### config.mk
export PLATFORM = sky130hd
export DESIGN_NAME = reg_mask_pipe
export DESIGN_NICKNAME = d
export VERILOG_FILES = /design/src/rtl/reg_mask_pipe_pkg.sv /design/src/rtl/reg_mask_stage.sv /design/src/rtl/reg_mask_pipe.sv
export SDC_FILE = /design/constraint.sdc
export NUM_CORES = 1
export LEC_CHECK = 0
export BUFFER_PORTS_ARGS = -buffer_cell sky130_fd_sc_hd__buf_4
export CAP_MARGIN = 20
export CORE_ASPECT_RATIO = 0.75
export CORE_MARGIN = 10
export CORE_UTILIZATION = 30
export CTS_CLUSTER_DIAMETER = 80
export DETAILED_ROUTE_END_ITERATION = 6
export SLEW_MARGIN = 25
export SYNTH_ARGS = -nofsm -noshare
export SYNTH_HDL_FRONTEND = slang
export SYNTH_HIERARCHICAL = 1
export SYNTH_SLANG_ARGS = --single-unit
### constraint.sdc
create_clock -name CLK -period 1.75 [get_ports CLK]
set_input_delay 0.0875 -clock CLK [delete_from_list [all_inputs] [get_ports CLK]]
set_output_delay 0.0875 -clock CLK [all_outputs]
set_load 0.005 [all_outputs]
### src/rtl/reg_mask_pipe_pkg.sv
// Shared types and the per-bit combine function for reg_mask_pipe.
package reg_mask_pipe_pkg;

    typedef enum logic [1:0] {
        MODE_AND_INV = 2'b00,
        MODE_OR      = 2'b01,
        MODE_XOR     = 2'b10,
        MODE_AND     = 2'b11
    } mode_e;

    // Per-bit so it works at any WIDTH; mask is the stored ~I1, so MODE_AND undoes the inversion.
    function automatic logic combine_bit(input mode_e mode, input logic mask, input logic data);
        logic r;
        case (mode)
            MODE_AND_INV: r = mask & data;
            MODE_OR:      r = mask | data;
            MODE_XOR:     r = mask ^ data;
            MODE_AND:     r = ~mask & data;
            default:      r = 1'b0;
        endcase
        return r;
    endfunction

endpackage

### src/rtl/reg_mask_stage.sv
// One pipeline stage: mask/mode/valid registers with flush (priority) and advance.
module reg_mask_stage
    import reg_mask_pipe_pkg::*;
#(
    parameter int WIDTH = 4
) (
    input  logic             CLK,
    input  logic             RST_N,
    input  logic             i_adv,
    input  logic             i_flush,
    input  logic [WIDTH-1:0] i_mask,
    input  mode_e            i_mode,
    input  logic             i_vld,
    output logic [WIDTH-1:0] o_mask,
    output mode_e            o_mode,
    output logic             o_vld
);

    logic [WIDTH-1:0] r_mask;
    mode_e            r_mode;
    logic             r_vld;

    always_ff @(posedge CLK or negedge RST_N) begin
        if (!RST_N) begin
            r_mask <= '0;
            r_mode <= MODE_AND_INV;
            r_vld  <= 1'b0;
        end else if (i_flush) begin
            r_mask <= '0;
            r_mode <= MODE_AND_INV;
            r_vld  <= 1'b0;
        end else if (i_adv) begin
            r_mask <= i_mask;
            r_mode <= i_mode;
            r_vld  <= i_vld;
        end
    end

    assign o_mask = r_mask;
    assign o_mode = r_mode;
    assign o_vld  = r_vld;

endmodule

### src/rtl/reg_mask_pipe.sv
// DEPTH-stage registered mask pipe with per-entry combine mode, hold and flush.
// Optional occupancy counter output OCC when REG_MASK_PIPE_OCC_EN is defined.
module reg_mask_pipe
    import reg_mask_pipe_pkg::*;
#(
    parameter int WIDTH = 4,
    parameter int DEPTH = 2
) (
    input  logic             CLK,
    input  logic             RST_N,
    input  logic [WIDTH-1:0] I0,
    input  logic [WIDTH-1:0] I1,
    input  logic             IN_VLD,
    input  logic [1:0]       MODE,
    input  logic             HOLD,
    input  logic             FLUSH,
    output logic [WIDTH-1:0] O0,
    output logic [WIDTH-1:0] O1,
    output logic             O1_VLD
`ifdef REG_MASK_PIPE_OCC_EN
    ,
    output logic [$clog2(DEPTH+1)-1:0] OCC
`endif
);

    logic [WIDTH-1:0] w_mask [DEPTH];
    mode_e            w_mode [DEPTH];
    logic             w_vld  [DEPTH];
    logic             w_adv;

    assign w_adv = ~HOLD;
    assign O0    = I0 | I1;

    for (genvar k = 0; k < DEPTH; k++) begin : g_stage
        if (k == 0) begin : g_head
            reg_mask_stage #(.WIDTH(WIDTH)) u_stage (
                .CLK     (CLK),
                .RST_N   (RST_N),
                .i_adv   (w_adv),
                .i_flush (FLUSH),
                .i_mask  (~I1),
                .i_mode  (mode_e'(MODE)),
                .i_vld   (IN_VLD),
                .o_mask  (w_mask[k]),
                .o_mode  (w_mode[k]),
                .o_vld   (w_vld[k])
            );
        end else begin : g_body
            reg_mask_stage #(.WIDTH(WIDTH)) u_stage (
                .CLK     (CLK),
                .RST_N   (RST_N),
                .i_adv   (w_adv),
                .i_flush (FLUSH),
                .i_mask  (w_mask[k-1]),
                .i_mode  (w_mode[k-1]),
                .i_vld   (w_vld[k-1]),
                .o_mask  (w_mask[k]),
                .o_mode  (w_mode[k]),
                .o_vld   (w_vld[k])
            );
        end
    end

    // I0 is used live, not registered.
    always_comb begin
        O1 = '0;
        if (w_vld[DEPTH-1]) begin
            for (int b = 0; b < WIDTH; b++) begin
                O1[b] = combine_bit(w_mode[DEPTH-1], w_mask[DEPTH-1][b], I0[b]);
            end
        end
    end

    assign O1_VLD = w_vld[DEPTH-1];

`ifdef REG_MASK_PIPE_OCC_EN
    localparam int OCC_W = $clog2(DEPTH+1);

    logic [OCC_W-1:0] r_occ;
    logic [OCC_W-1:0] w_occ_nxt;

    // Each advance adds the entering valid and drops the one leaving the last stage.
    always_comb begin
        w_occ_nxt = r_occ + OCC_W'(IN_VLD) - OCC_W'(w_vld[DEPTH-1]);
    end

    always_ff @(posedge CLK or negedge RST_N) begin
        if (!RST_N) begin
            r_occ <= '0;
        end else if (FLUSH) begin
            r_occ <= '0;
        end else if (w_adv) begin
            r_occ <= w_occ_nxt;
        end
    end

    assign OCC = r_occ;
`endif

endmodule
# Yosys cells after proc, flatten, opt, wreduce, memory -nomap -nowiden

Cells that the tools add are included.

Register bits: 14
Input port bits: 15
Output and inout bits: 9
Word-level logic and storage cells: 50

Equality and inequality tests: 4
Multiplexer cells: 17
Bitwise logic cells: 22
Reduce and logical (&&, ||, !) cells: 1

Operator list:

| operator                                       | count |
|---|---|
| two-way mux 4 bit                              | 5 |
| one-hot mux 1 bit (4 select lines)             | 4 |
| AND 1 bit                                      | 8 |
| two-way mux 2 bit                              | 4 |
| == test 2 bit (second input constant)          | 2 |
| two-way mux 1 bit                              | 4 |
| NOT 1 bit                                      | 4 |
| NOT 4 bit                                      | 1 |
| bitwise OR 1 bit                               | 4 |
| bitwise OR 4 bit                               | 1 |
| XOR 1 bit                                      | 4 |
| == test 2 x 1 -> 1 bit (second input constant) | 1 |
| logical NOT 2 bit                              | 1 |
| != test 2 x 1 -> 1 bit (second input constant) | 1 |

# Depth between registers and ports, before layout

Gate-level depths: netlist of the first run.

Depth in word-level cells: 4
Gate-level depth with buffers: 5
Gate-level depth less buffers: 5

# Hierarchy

The synthesis of the first run kept the hierarchy.

Modules (own cells, without submodules):

| module         | times used | cells each | area each (µm²) | seq. area each (µm²) |
|---|---|---|---|---|
| reg_mask_stage | 2          | 22         | 282.8           | 175.2 |
| reg_mask_pipe  | 1          | 47         | 290.3           | 0.0 |

# Worst setup path before layout of the first run

Ideal clock, no wire load.

Path kind: reg-to-output
Start point: reg g_stage[1].g_body.u_stage.r_mode[0]
End point: out O1[1]
Arrival time: 1.120 ns
Data required time: 1.662 ns
Path slack: 0.543 ns
Cell stages (with the launch flop): 5
Buffers on the path: 0
Cell sequence: dfrtp_1 inv_1 ha_1 nand2b_1 o21ai_0

Cells in the longest elaborated chain, start to end: 3
Elaborated cells on any way between the ends: 6
Those cells by class: eq/ne: 3; mux: 2; reduce/logical: 1

RTL lines:

| what                                        | RTL line                | text |
|---|---|---|
| from (decl)                                 | reg_mask_stage.sv:20    | `mode_e r_mode;` |
| from (signal assigned)                      | reg_mask_stage.sv:34    | `r_mode <= i_mode;` |
| == test 2 bit, or another cell as far along | reg_mask_pipe_pkg.sv:14 | `case (mode)` |
| one-hot mux 1 bit (4 select lines) *        | reg_mask_pipe_pkg.sv:14 |  |
| two-way mux 4 bit *                         | reg_mask_pipe.sv:67     | `if (w_vld[DEPTH-1]) begin` |
| to (decl)                                   | reg_mask_pipe.sv:18     | `output logic [WIDTH-1:0] O1,` |

Every way passes the cells marked *; elsewhere a longest branch is shown, timed or not.

# Worst setup path after layout of the first run

Start point: reg g_stage[1].g_body.u_stage.r_mode[0]
End point: out O1[3]

Same word-level chain as after synthesis.

==> metrics, run 1 <==
Avg Cell Area, Syn=9.40 um2; DR pass1 iterations=2; CTS tree=yes; layout cells sized above 1=0.246; die area=5410 um2; DRC viols=0; Horiz. Die Dim=81.7 um; Synth top area share=0.409; Post-Syn Instances=91; Iter 0 DRT Violations=5; total global-route track usage=0.0712; type of origin of the critical path=flip-flop; worst-path fanout max=5; Area growth syn-to-layout=32.2%; Clock Skews=0.00115 ns; setup bufs post-CTS=0; via count=666; Filler Cells Inserted=284; Main synth FF type=dfrtp_1; Layout Nets=141; MaxCap Viol Count=0; Top Ports=24; unrepaired setup endpoints after global routing=no; Final min period=1.61 ns; CTS buffer count=3; cell area after synthesis=856 um2; grt total ovfl=0; top cells by count, synth=inv_1, dfrtp_1, mux2i_1, nor2_1, ha_1; clk sinks=14; P per Cell Area=686 nW/um2; cell accounting for the most synthesized area=dfrtp_1; final setup fails=0; Slew HR=0.795; Crit. End Element=output port; Routed Wire Length=1830 um; async set-reset flop share out of synthesis=1.00; Post-synth EDFFs=0; H-tree Lvls=1; Clock Path Buffers=2; Area contributors post-synth=dfrtp_1, mux2i_1, ha_1; post-synth cell types=12; worst-skew pair later-pin latency=0.24 ns; WS Path Type=reg -> out; initial antenna violation count=0; worst slew pin tran=0.307 ns; antenna cells=0; worst vdd ir=309 uV; Highest Clock Rate=0.621 GHz; post-detail-place hpwl=1500 um; total core area=2660 um2; Final Slew Violations=0; port bufs=23; count leader, synth=inv_1; WL/cell=11.9 um; Ys Warns=6; Tot Pwr=0.776 mW; first-pass GRT wire length=3060 um; Fin. Hold Viols=0; Synth Net Count=113; gpl congestion=0.707; Rows=16; synthesis-stage register bit count=14; vias per cell=4.32; Detail Route Antenna Nets=0; DIE HEIGHT=66.3 um; Root Driver=clkbuf_8; WP data arrival=1.52 ns; crit share post-route=0.921; largest net degree at the start of global routing=15; utilization after layout=0.425; starting density of the core=0.321; vias in the first global route=674; total negative slack=0 ns; Reg clk slew, reported paths=0.06 ns; status=complete, no violations; sequential area share after synthesis=0.409; P_leak=0.631 nW; Hold WC Path Type=in -> reg; CP required=1.66 ns
==> sequential cells by signal (all words and copies together), names as in the netlist <==
| register | cells |
|---|---|
| g_stage.g_body.u_stage/o_mask | 4 |
| g_stage.g_body.u_stage/o_mode | 2 |
| g_stage.g_body.u_stage/o_vld | 1 |
| g_stage.g_head.u_stage/o_mask | 4 |
| g_stage.g_head.u_stage/o_mode | 2 |
| g_stage.g_head.u_stage/o_vld | 1 |
==> final cells by class <==
cell class / instances / area [um2] / share of cell area
clock buffer: 4 / 55.1 / 0.0487
tap: 36 / 45.0 / 0.0398
timing repair buffer: 25 / 190 / 0.168
inverter: 19 / 71.3 / 0.0631
sequential: 14 / 350 / 0.310
multi-input combinational: 56 / 419 / 0.371
==> per-stage QoR <==
step / worst slack (ns) / cell area, um2 / std cells / hold slack [ns]
2_1_floorplan: 0.543 / 856 / 91 / -0.208
3_3_place_gp: 0.406 / 1060 / 149 / -0.0573
3_5_place_dp: 0.341 / 1060 / 149 / -0.0537
4_1_cts: 0.0519 / 1120 / 154 / 0.0863
5_1_grt: 0.0506 / 1130 / 154 / 0.0915
6_report: 0.139 / 1130 / 154 / 0.0933
==> report_power, final <==
| group | leakage [nW] | internal (mW) | switching (mW) |
|---|---|---|---|
| sequential | 0.189 | 0.338 | 0.0123 |
| combinational | 0.414 | 0.0601 | 0.0546 |
| clock | 0.0288 | 0.199 | 0.111 |
==> worst max-delay path, cell delays in order, from the launching register on <==
cell	delay, ns
dfrtp_1	0.39
inv_1	0.06
ha_1	0.36
nand2b_4	0.18
o21ai_1	0.15
buf_4	0.13
==> cells by family after synthesis <==
family / count (synthesis) / share of synthesized area
AO/OA/AOI/OAI: 8 / 0.0585
XOR/XNOR: 4 / 0.0409
adder cells (fa/ha/maj): 7 / 0.102
buffers and inverters: 21 / 0.110
flip-flops: 14 / 0.409
multiplexers: 14 / 0.164
AND/OR/NAND/NOR: 23 / 0.115
==> placed cells by master (no fill, tap or decap) <==
| master | synthesis | layout |
|---|---|---|
| buf_4 | 0 | 24 |
| dlygate4sd3_1 | 0 | 1 |
| nand2_1 | 4 | 4 |
| a22oi_1 | 4 | 4 |
| dfrtp_1 | 14 | 14 |
| clkbuf_8 | 0 | 4 |
| nor2_1 | 14 | 14 |
| mux2i_1 | 14 | 14 |
| o21ai_1 | 0 | 4 |
| nand4_1 | 4 | 4 |
| xor2_1 | 4 | 4 |
| inv_1 | 19 | 19 |
| nand2b_4 | 0 | 1 |
| ha_1 | 7 | 7 |
==> what timing repair did <==
item	4_1_cts	5_1_grt
setup endpoints to repair	0	4
endpoints found under the hold margin	14	0
resized for setup	0	5
hold buffers	1	0
==> metal layers <==
metal,global-route usage,vias to the layer above,share of wire
met1,0.0952,297,0.53
met4,0.0381,0,0.011
li1,-,347,-
met3,0.0313,2,0.094
met5,0,-,0
met2,0.0915,20,0.36
==> final timing paths <==
| path | start | end | slack (ns) | cells past startpoint |
|---|---|---|---|---|
| worst max register to register | g_stage[1].g_body.u_stage/o_vld | g_stage[1].g_body.u_stage/o_vld | 0.94 | 2 |
| min in group asynchronous | RST_N | g_stage[0].g_head.u_stage/o_mask[3] | 0.22 | 2 |
| worst max-delay path | g_stage[1].g_body.u_stage/o_mode[0] | O1[3] | 0.14 | 5 |
| worst min register to register | g_stage[0].g_head.u_stage/o_mask[0] | g_stage[1].g_body.u_stage/o_mask[0] | 0.52 | 2 |
| max in group asynchronous | RST_N | g_stage[0].g_head.u_stage/o_mask[2] | 1.36 | 2 |
| worst min-delay path | IN_VLD | g_stage[0].g_head.u_stage/o_vld | 0.09 | 3 |
No activity file was read; power rests on OpenSTA's default activity.
==> run 2: changes to the inputs <==
--- a/config.mk
+++ b/config.mk
@@ -5,6 +5,7 @@
 export SDC_FILE = /design/constraint.sdc
 export NUM_CORES = 1
 export LEC_CHECK = 0
+export ABC_AREA = 1
 export BUFFER_PORTS_ARGS = -buffer_cell sky130_fd_sc_hd__buf_4
 export CAP_MARGIN = 20
 export CORE_ASPECT_RATIO = 0.75
==> metrics, run 2 <==
status=complete, no violations; Post-Synth Adder-Cell Area=0.0936 (-0.00876); Synth Area in Compound Gates=0.00535 (-0.0531); crit path cell chain=buf_4 -> ha_1 -> inv_1 -> nor2_1 -> nor2_1 -> nor2_1 -> nand2_1 -> inv_1 -> buf_4; worst slew pin tran=0.687 ns (+0.380 ns); port bufs=23 (unchanged); largest family of logic cells by synthesized area=simple AND/OR/NAND/NOR gates; stages on the worst setup path=9 (+4); Crit. End Element=output port; WP data arrival=1.51 ns (about the same); CTS buffer count=3 (unchanged); Synth Net Count=157 (+39%); Clock Path Buffers=2 (unchanged); first-pass GRT wire length=3570 um (+17%); total global-route track usage=0.0743 (+0.00312); type of origin of the critical path=flip-flop; Clock Skews=0.000270 ns (-0.000884 ns); WL/cell=10.7 um (-10%); CP dominant cell by count=nor2_1; xor-xnor portion of the synthesized cell area=0 (-0.0409); worst-path fanout max=4 (-1); top cells by count, synth=nand2_1, inv_1, nand3_1; DRC viols=0 (unchanged); worst-skew pair later-pin latency=0.25 ns (about the same); largest net degree at the start of global routing=17 (+2); antenna cells=0 (unchanged); synthesis-stage register bit count=14 (unchanged); total core area=2960 um2 (+11%); Detail Route Antenna Nets=0 (unchanged); final setup fails=0 (unchanged); RR Startpoint=g_stage[1].g_body.u_stage/o_mode[1]; P per Cell Area=654 nW/um2 (-4.6%); Rows=17 (+1); worst vdd ir=275 uV (-11%); CP top delay family=flip-flops; Layout Nets=185 (+31%); Hold WC Path Type=in -> reg; Horiz. Die Dim=84.5 um (+3.5%); WS Path Type=reg -> out; Final min period=1.60 ns (-0.0109 ns); die area=5780 um2 (+6.8%); Ys Warns=6 (unchanged); Critical Path Max Stage Delay=0.40 ns (about the same); Filler Cells Inserted=318 (+12%); DR pass1 iterations=4 (+2); crit share post-route=0.914 (-0.00620); async set-reset flop share out of synthesis=1.00 (unchanged); unrepaired setup endpoints after global routing=no; MaxCap Viol Count=0 (unchanged); Main synth FF type=dfrtp_1; Reg2Reg Depth=2 (unchanged); multiplexer share of the synthesized area=0 (-0.164); H-tree Lvls=1 (unchanged); total negative slack=0 ns (unchanged); Area contributors post-synth=dfrtp_1, nand2_1, ha_1; DIE HEIGHT=68.4 um (+3.2%); post-detail-place hpwl=1740 um (+16%); most frequent cells in the layout=nand2_1, buf_4, inv_1, nand3_1; cell area after synthesis=936 um2 (+9.4%); register area=350 um2 (unchanged); initial antenna violation count=0 (unchanged); Final Slew Violations=0 (unchanged); P_leak=0.727 nW (+15%); CP required=1.66 ns (about the same); Reg clk slew, reported paths=0.06 ns (about the same); Critical Path Sink=O1[3]; flop2flop setup slack=1.06 ns (+0.12 ns); gpl congestion=0.751 (+6.2%); Highest Clock Rate=0.625 GHz (+0.68%); clk sinks=14 (unchanged); vias in the first global route=826 (+23%); reg2reg end=g_stage[1].g_body.u_stage/o_mode[1]; layout cells sized above 1=0.216 (-0.0297); simple-gate share of the synthesized area=0.406 (+0.291); Top Ports=24 (unchanged); Post-Syn Instances=135 (+48%); via count=846 (+27%); count leader, synth=nand2_1; grt total ovfl=0 (unchanged); CP max-delay cell=dfrtp_1; Critical path origin=g_stage[1].g_body.u_stage/o_mode[0]; vias per cell=4.23 (-2.2%); Worst Path Buf+Inv=4 (+2); Area growth syn-to-layout=30.2%; most common cell after layout, fill and taps aside=nand2_1; Post-synth EDFFs=0 (unchanged); Slew HR=0.541 (-0.254); Routed Wire Length=2140 um (+17%); Synth top area share=0.374 (-0.0350); Multi-input gate area=485 um2 (+16%); starting density of the core=0.317 (-0.00488); Fin. Hold Viols=0 (unchanged); sequential area share after synthesis=0.374 (-0.0350); Avg Cell Area, Syn=6.93 um2 (-26%); cell accounting for the most synthesized area=dfrtp_1; Tot Pwr=0.797 mW (+2.7%); post-synth cell types=10 (-2); Root Driver=clkbuf_8; CTS tree=yes; Iter 0 DRT Violations=22 (+17)
==> run 2: power breakdown <==
group / total, mW / internal [mW] / switching [mW]
registers: 0.348 / 0.338 / 0.00983
logic: 0.128 / 0.0586 / 0.0696
clock network: 0.321 / 0.200 / 0.121
total: 0.797 / 0.596 / 0.201
==> run 2: repair_timing <==
| action | CTS | global route |
|---|---|---|
| gates resized for setup | 0 | 2 |
| setup endpoints to repair | 0 | 4 |
| hold buffers | 1 | 0 |
| hold endpoints to repair | 14 | 0 |
| setup buffers | 0 | 1 |
==> run 2: kinds of logic (layout without fill, tap and decap cells) <==
family | after synthesis | count (layout)
and+or+nand+nor | 87 | 87
DFF | 14 | 14
adders and majority gates | 7 | 7
buffers and inverters | 26 | 53
AOI/OAI and AO/OA | 1 | 1
==> run 2: worst register-to-register path, cell delays in order (launching register included) <==
cell and delay, ns:
dfrtp_1 0.44, nand2_1 0.09, nand2_1 0.05
==> run 2: worst min-delay path by stage <==
stage,cells past startpoint,from,slack [ns],to
CTS,3,MODE[1],0.08,g_stage[0].g_head.u_stage/o_mode[1]
detailed placement,1,RST_N,-0.05,g_stage[0].g_head.u_stage/o_mode[1]
finish,3,MODE[1],0.08,g_stage[0].g_head.u_stage/o_mode[1]
global route,3,MODE[1],0.08,g_stage[0].g_head.u_stage/o_mode[1]
global placement,1,RST_N,-0.06,g_stage[0].g_head.u_stage/o_mode[1]
floorplan,0,RST_N,-0.21,g_stage[0].g_head.u_stage/o_mask[0]
==> run 2: routing by layer <==
| metal | up-vias | GRT usage | wire length, um |
|---|---|---|---|
| met4 | 0 | 0.0369 | 33 |
| met2 | 21 | 0.113 | 889 |
| li1 | 459 | - | - |
| met1 | 363 | 0.0931 | 1080 |
| met3 | 3 | 0.0249 | 136 |
| met5 | - | 0 | 0 |
==> run 2: per-stage QoR <==
stage                     setup slack (ns)  instances  hold WS (ns)   util  area (um2)
after global placement               0.389        194       -0.0567  0.383        1130
after floorplan                      0.560        135        -0.208      -         936
final                                0.150        200        0.0752  0.412        1220
after detailed placement             0.336        194       -0.0505  0.383        1130
after global routing                0.0293        200        0.0826  0.412        1220
after CTS                           0.0659        199        0.0757  0.405        1200
==> run 2: area by class of cell <==
| type | count | share of cell area |
|---|---|---|
| timing repair buffer | 25 | 0.156 |
| clock buffer | 4 | 0.0452 |
| sequential | 14 | 0.287 |
| multi-input combinational | 95 | 0.398 |
| tap | 38 | 0.0390 |
| inverter | 24 | 0.0739 |
